<file path="config.mk">
export PLATFORM = sky130hd
export DESIGN_NAME = pipe_stage_reg
export DESIGN_NICKNAME = d
export VERILOG_FILES = /design/src/rtl/pipe_pkg.sv /design/src/rtl/pipe_skid_entry.sv /design/src/rtl/pipe_stage_reg.sv
export SDC_FILE = /design/constraint.sdc
export NUM_CORES = 1
export LEC_CHECK = 0
export BUFFER_PORTS_ARGS = -buffer_cell sky130_fd_sc_hd__buf_2
export CORE_AREA = 3 3 214 216
export CTS_CLUSTER_DIAMETER = 50
export DETAILED_ROUTE_END_ITERATION = 10
export DIE_AREA = 0 0 217 219
export HOLD_SLACK_MARGIN = 0.08
export SLEW_MARGIN = 20
export SYNTH_ARGS = -nofsm -noshare
export SYNTH_HDL_FRONTEND = slang
export SYNTH_HIERARCHICAL = 1
export SYNTH_SLANG_ARGS = --single-unit
</file>
<file path="constraint.sdc">
create_clock -name clk -period 3.3 [get_ports clk]
set_input_delay 0.99 -clock clk [delete_from_list [all_inputs] [get_ports clk]]
set_output_delay 0.99 -clock clk [all_outputs]
set_load 0.05 [all_outputs]
</file>
<file path="src/rtl/pipe_pkg.sv">
// Shared types and constants for the npc pipeline stage registers.
package pipe_pkg;

  typedef enum logic [1:0] {
    EMPTY = 2'd0,
    FULL  = 2'd1,
    SKID  = 2'd2
  } pipe_state_e;

  localparam int unsigned PIPE_DATA_W = 256;
  localparam int unsigned PIPE_CNT_W  = 32;
  localparam logic [63:0] PIPE_RST_PC = 64'h0000_0000_8000_0000;

  // EX stage bundle; packed into DATA_W at the instance, PC reset via RST_VAL.
  typedef struct packed {
    logic [63:0] pc;
    logic [31:0] instr;
    logic [63:0] rs1_val;
    logic [63:0] rs2_val;
    logic [4:0]  rd;
    logic        rd_wen;
    logic        mem_ren;
    logic        mem_wen;
  } ex_bundle_t;

endpackage

</file>
<file path="src/rtl/pipe_skid_entry.sv">
// Second storage entry of the skid-mode stage register: data word plus valid bit.
module pipe_skid_entry #(
  parameter int unsigned          DATA_W  = 256,
  parameter logic [DATA_W-1:0]    RST_VAL = '0
) (
  input  logic              clk,
  input  logic              rst,
  input  logic              load,
  input  logic              clear,
  input  logic [DATA_W-1:0] d,
  output logic              valid,
  output logic [DATA_W-1:0] q
);

  logic              valid_q, valid_d;
  logic [DATA_W-1:0] data_q, data_d;

  // Clear wins over load so a flush never leaves a stale skid beat.
  always_comb begin
    valid_d = valid_q;
    data_d  = data_q;
    if (clear) begin
      valid_d = 1'b0;
    end else if (load) begin
      valid_d = 1'b1;
      data_d  = d;
    end else begin
      valid_d = valid_q;
    end
  end

  // Entry registers.
  always_ff @(posedge clk) begin
    if (rst) begin
      valid_q <= 1'b0;
      data_q  <= RST_VAL;
    end else begin
      valid_q <= valid_d;
      data_q  <= data_d;
    end
  end

  assign valid = valid_q;
  assign q     = data_q;

endmodule

</file>
<file path="src/rtl/pipe_stage_reg.sv">
// Valid/ready pipeline stage register with flush and saturating stall counter.
// Define PIPE_STAGE_SKID_EN for the two-entry skid variant with registered in_ready.
module pipe_stage_reg
  import pipe_pkg::*;
#(
  parameter int unsigned       DATA_W  = PIPE_DATA_W,
  parameter logic [DATA_W-1:0] RST_VAL = '0,
  parameter int unsigned       CNT_W   = PIPE_CNT_W
) (
  input  logic              clk,
  input  logic              rst,
  input  logic              flush,
  input  logic              in_valid,
  output logic              in_ready,
  input  logic [DATA_W-1:0] in_data,
  output logic              out_valid,
  input  logic              out_ready,
  output logic [DATA_W-1:0] out_data,
  output logic [CNT_W-1:0]  stall_cnt
);

  localparam logic [CNT_W-1:0] CNT_MAX = {CNT_W{1'b1}};
  localparam logic [CNT_W-1:0] CNT_ONE = CNT_W'(1'b1);

  logic              main_valid_q, main_valid_d;
  logic [DATA_W-1:0] main_data_q, main_data_d;
  logic [CNT_W-1:0]  stall_cnt_q, stall_cnt_d;

`ifdef PIPE_STAGE_SKID_EN

  pipe_state_e       state_q, state_d;
  logic              in_ready_q, in_ready_d;
  logic              skid_load_s, skid_clear_s, skid_valid_s;
  logic [DATA_W-1:0] skid_data_s;
  logic              accept_s, drain_s;

  // Ready is purely registered; only flush can mask it combinationally.
  assign in_ready = in_ready_q && !flush;
  assign accept_s = in_valid && in_ready;
  assign drain_s  = main_valid_q && out_ready;

  pipe_skid_entry #(
    .DATA_W  (DATA_W),
    .RST_VAL (RST_VAL)
  ) u_skid (
    .clk   (clk),
    .rst   (rst),
    .load  (skid_load_s),
    .clear (skid_clear_s),
    .d     (in_data),
    .valid (skid_valid_s),
    .q     (skid_data_s)
  );

  // EMPTY/FULL/SKID next state, main entry load and skid control.
  always_comb begin
    state_d      = state_q;
    main_data_d  = main_data_q;
    skid_load_s  = 1'b0;
    skid_clear_s = 1'b0;
    if (flush) begin
      state_d      = EMPTY;
      skid_clear_s = 1'b1;
    end else begin
      case (state_q)
        EMPTY: begin
          if (accept_s) begin
            state_d     = FULL;
            main_data_d = in_data;
          end else begin
            state_d = EMPTY;
          end
        end
        FULL: begin
          if (accept_s && drain_s) begin
            main_data_d = in_data;
          end else if (accept_s) begin
            state_d     = SKID;
            skid_load_s = 1'b1;
          end else if (drain_s) begin
            state_d = EMPTY;
          end else begin
            state_d = FULL;
          end
        end
        SKID: begin
          if (drain_s) begin
            state_d      = skid_valid_s ? FULL : EMPTY;
            main_data_d  = skid_data_s;
            skid_clear_s = 1'b1;
          end else begin
            state_d = SKID;
          end
        end
        default: begin
          state_d      = EMPTY;
          skid_clear_s = 1'b1;
        end
      endcase
    end
    main_valid_d = (state_d != EMPTY);
    in_ready_d   = (state_d != SKID);
  end

  // FSM state and registered ready.
  always_ff @(posedge clk) begin
    if (rst) begin
      state_q    <= EMPTY;
      in_ready_q <= 1'b1;
    end else begin
      state_q    <= state_d;
      in_ready_q <= in_ready_d;
    end
  end

`else

  assign in_ready = (!main_valid_q || out_ready) && !flush;

  // Single entry: a drain and an accept in the same cycle replace the beat.
  always_comb begin
    main_valid_d = main_valid_q;
    main_data_d  = main_data_q;
    if (flush) begin
      main_valid_d = 1'b0;
    end else if (in_valid && in_ready) begin
      main_valid_d = 1'b1;
      main_data_d  = in_data;
    end else if (out_ready) begin
      main_valid_d = 1'b0;
    end else begin
      main_valid_d = main_valid_q;
    end
  end

`endif

  // Stall counter saturates instead of wrapping; only rst clears it.
  always_comb begin
    stall_cnt_d = stall_cnt_q;
    if (main_valid_q && !out_ready && !flush && (stall_cnt_q != CNT_MAX)) begin
      stall_cnt_d = stall_cnt_q + CNT_ONE;
    end else begin
      stall_cnt_d = stall_cnt_q;
    end
  end

  // Main entry and stall counter registers.
  always_ff @(posedge clk) begin
    if (rst) begin
      main_valid_q <= 1'b0;
      main_data_q  <= RST_VAL;
      stall_cnt_q  <= '0;
    end else begin
      main_valid_q <= main_valid_d;
      main_data_q  <= main_data_d;
      stall_cnt_q  <= stall_cnt_d;
    end
  end

  assign out_valid = main_valid_q;
  assign out_data  = main_data_q;
  assign stall_cnt = stall_cnt_q;

endmodule

</file>
After elaboration in Yosys (flattened, before gate mapping)
Cells that the tools add are included.

cells by class
  $add $sub $neg = 1
  $mul = 0
  div/mod/pow operators = 0
  magnitude comparators = 0
  equality and inequality tests = 1
  shifts and indexed selects = 0
  multiplexer cells = 2
  bitwise gates (word level) = 1
  reduce and logical (&&, ||, !) cells = 12

operator list
  kind                     count
  $add A32 B1 Y32 const B  1
  $ne A32 B32 Y1 const B   1
  $logic_and A1 B1 Y1      5
  $logic_not A1 Y1         3
  $mux W1                  2
  $reduce_and A2 Y1        1
  $reduce_bool A2 Y1       1
  $reduce_or A2 Y1         1
  $logic_or A1 B1 Y1       1
  $not A1 Y1               1

word-level totals
  register bits after elaboration = 289
  latch bits = 0
  bits in writable memories = 0
  memory bits (read-only) = 0
  bits of input ports = 261
  logic and storage cells = 20
  memories kept = 0

Longest topological paths before layout
  word-level depth = 5
  depth in mapped cells = 8
  depth with buffers taken out = 6

Worst setup path after synthesis
No wires, ideal clock.

  kind = input-to-reg
  from = input port out_ready
  to = register main_data_q[227] (netlist: out_data[227])
  setup time = 0.070 ns
  arrival = 2.826 ns
  slack = 0.404 ns
  stages = 8
  path through = nor2b_1 nor2_1 and2_1 clkbuf_1 clkbuf_1 clkbuf_1 nand2_1 a21oi_1

on the way
  cells in the longest elaborated chain, start to end = 4

RTL lines
  item                                line                   RTL
  from (decl)                         pipe_stage_reg.sv:17   input logic out_ready,
  $logic_or A1 B1 Y1                  pipe_stage_reg.sv:118  assign in_ready = (!main_valid_q || out_ready) && !flush;
  $logic_and A1 B1 Y1                 pipe_stage_reg.sv:118
  net in_ready                        pipe_stage_reg.sv:14   output logic in_ready,
  $logic_and A1 B1 Y1                 pipe_stage_reg.sv:126  end else if (in_valid && in_ready) begin
  $reduce_and A2 Y1 (no source line)  --
  to (signal assigned)                pipe_stage_reg.sv:156  main_data_q <= main_data_d;
  to (decl)                           pipe_stage_reg.sv:26   logic [DATA_W-1:0] main_data_q, main_data_d;

The timed path passes the listed nets, and every way through them passes these cells.
A chain may end at the register's enable or synchronous reset.

Final worst setup path
  from = input port out_ready
  to = output port in_ready

on the way
  cells in the longest elaborated chain, start to end = 2

RTL lines
  item                 line
  $logic_or A1 B1 Y1   pipe_stage_reg.sv:118
  $logic_and A1 B1 Y1  pipe_stage_reg.sv:118
  to (decl)            pipe_stage_reg.sv:14

Every way passes these cells.

==> results list <==
* Worst ir drop on vdd: 319 µV
- Critical path data arrival time: approximately 1.7 ns
* Total of cells resized after clock tree synthesis: 0
- Synthesis instantiated 41 different standard cells from the library.
* Number of endpoints failing setup at the final stage: 0
- Via count of the first global-routing pass: 10376
- Met2 Wirelength: 17.3 mm
- TritonCTS built the clock tree.
- Part of the total power dissipated in sequential elements: a little over two fifths
- Gate Count Post-Synth: 1322
- Dividing the synthesized area by the synthesized cell count gives 7.89 µm².
- The hold violation total from the final report is 0.
- Setup repair after global routing left no endpoint under its margin.
- Core Area: 0.0441 mm²
- Clock skew on the completed layout was measured at 0.0236 ns.
- Overall die area: 0.0475 mm²
- The pre-antenna-repair detailed-routing pass consisted of 4 iterations.
- CTS sink count: around 290
- Once layout is complete, the cells apart from fillers number ~2500.
- Summed over all cells, the static leakage comes to approximately 0.0068 µW.
* Worst path required time: 2.31 ns
- Starting DRC count in detailed routing: around 680
* Maximum net fanout on the critical path: 3
- Share of layout cells above drive strength 1: 34.6%
- Min Clock Period, post-route: 2.70 ns
* Highest Signal Layer: met5
- Summing the sequential cell areas from Yosys gives between 50% and 60% of the chip area.
- The root buffer cell chosen for the clock tree is clkbuf_16.
- TritonCTS Buffers: 38
* # IOs: ~550
- Cells fill 34.1% of the core in the end.
- Post-DP HPWL: ~27 mm
* Worst-skew pair later-pin latency: 0.55 ns
- Height of the die: between 200 and 250 µm
* Max Buffers Root-to-Sink: 3
* Clock transition at the registers of the reported paths: 0.05 ns
- Entering global routing, the biggest net connects 139 pins.
- The cell area that synthesis handed to floorplanning was around 0.010 mm².
* Share of total power in the clock network: 44.5%
- The worst setup path is of the in -> out kind.
- Max-Slew Margin vs Limit: 47.0%
* Cells after DPL: approximately 2400
- Post-CTS Setup Inserts: 0
- At the pin with the least slew margin, the transition time is 0.789 ns.
- During synthesis, Yosys emitted a total of 6 warnings.
- Routed vias: 10973
- Counting flops with a built-in enable in the synthesized netlist gives 0.
- At the end of the flow, the number of nets in the layout was 2099.
- Drt total wl: 36.6 mm
- Syn Nets: 1584
- Dividing the final minimum period by the clock period gives about four fifths.
- dfxtp_1 takes more of the synthesized area than any other cell.
- Post-detailed-route via-to-cell ratio: between 4 and 5
* Starting Density: between 20% and 30%
* Die outline width: about 220 µm
- In this run the power spent charging and discharging nets is 2560 µW.
* Site Rows: 77
- Synth area leaders: dfxtp_1 55%, nand2_1 19%, a21oi_1 13%, clkbuf_1 3.2%, mux2_2 0.76%
- Switching share of power: roughly 29%
- The internal power of the cells totals roughly 6300 µW.
- Synthesized flop and latch total: between 200 and 300
- Summed over all nets, wire length on met3 after detailed routing comes to slightly above 3 mm.
* Share of async-settable or async-resettable flops after synthesis: 0%
- Combined global-route utilization of all metal layers: 14.4%
- The layout has 4787 filler cells.
* Max-cap check violation count: 0
- After detailed routing, the average wire length per cell comes to ~15 µm.
- For this run the aggregate overflow at the end of global routing stands at 0.
- Post-synth top area share: 55.5%
* Final weighted congestion in routability-driven placement: 0.893
* TNS Setup: 0 ns
- Most instantiated flip-flop cell in the synthesis netlist: dfxtp_1
* Hold WC Path Type: reg -> reg
- P&R area growth vs syn: 44.4%
- Power share of the combinational group: between 10% and 20%
- Power after layout: about 9000 µW
- In the synthesized netlist, the cells that appear most often are 532 x nand2_1, 289 x dfxtp_1, 275 x a21oi_1.
* CTS HTree Levels: 2
* Initial antenna violation count: 4
- STA classifies the critical path endpoint as an output pin.
* Remaining number of nets flagged by the antenna check after routing: 0
- Power per cell area: just under 600 mW/mm²
- Status: finished clean
- The number of pins with negative max-slew slack in the final report was 0.
* Highest attainable clock frequency: 0.370 GHz
* Post-route met1 wirelength: approximately 15 mm
* DRC errors left: 0
* Input/output buffers: 550
- For this design, the CTS-stage hold fixing added 0 buffers.
- Most common cell in the netlist: nand2_1
- The first global-routing pass estimated 55.5 mm of wire.
- Sort of element at the start of the critical path: input port
[placed cells by master (no fill, tap or decap), drive strengths merged, types with 3 or more instances in the layout]
cell      n
nor2     19
a21oi   275
or3      10
or4      11
and4      4
and2      3
nand4     6
nor4     10
buf     568
dfxtp   289
and3      3
nand2   532
o31ai     8
clkinv    9
inv      11
nand3    10
clkbuf   49
nor2b     7
nor3      3
o21ai     8
mux2      7
[power groups by stage]
| stage | registers [µW] | logic, µW | clock network (µW) |
|---|---|---|---|
| finish | 3710 | 1230 | 3960 |
| global route | 3720 | 1310 | 4230 |
| CTS | 3710 | 1240 | 4090 |
| detailed placement | 3780 | 1230 | 0 |
| global placement | 3780 | 1220 | 0 |
| floorplan | 4280 | 297 | 0 |
[flip-flops by register name, summed over array words and instances (netlist names)]
register   cells
out_data     256
out_valid      1
stall_cnt     32
[worst max-delay path, stage by stage]
cell	delay (ns)
buf_2	0.10
nor2b_1	0.06
nor2_1	0.24
buf_2	0.33
[metrics by stage]
step	worst slack (ns)	hold WS [ns]	area, µm²
finish	0.598	0.447	15100
detailed placement	0.444	0.443	13800
global route	0.526	0.466	15100
CTS	0.596	0.450	15000
global placement	0.470	0.438	13800
floorplan	0.404	0.675	10400
[layout make-up]
cell class	count	area [µm²]	share of cell area (%)
inverter	4	15.0	0.0998
sequential	289	5790	38.4
clock buffer	48	1020	6.77
clock inverter	19	190	1.26
antenna	1	2.50	0.0166
tap	592	741	4.92
timing repair buffer	569	3030	20.1
multi-input combinational	935	4270	28.4
[final timing paths]
check | from | end | slack [ns] | cells after the start
setup / recovery | out_ready | in_ready | 0.60 | 4
hold / removal | out_data[159] | out_data[159] | 0.45 | 2
setup reg to reg | stall_cnt[25] | stall_cnt[5] | 0.69 | 5
hold reg to reg | out_data[159] | out_data[159] | 0.45 | 2
[layer usage]
layer  vias up  global-route usage, %
met3        84                   4.71
met4         6                   5.63
met5         -                      0
met1      5067                   17.4
li1       5382                      -
met2       434                   23.8
[logic make-up after synthesis]
| family | after synthesis | synth area share [%] |
|---|---|---|
| AOI/OAI and AO/OA | 300 | 14.9 |
| xor gates and xnor gates | 3 | 0.252 |
| adders and majority gates | 1 | 0.120 |
| buffers and inverters | 98 | 3.65 |
| DFF | 289 | 55.5 |
| muxes | 8 | 0.852 |
| and+or+nand+nor | 623 | 24.8 |
Note: power is estimated with default switching activity, not from simulation.
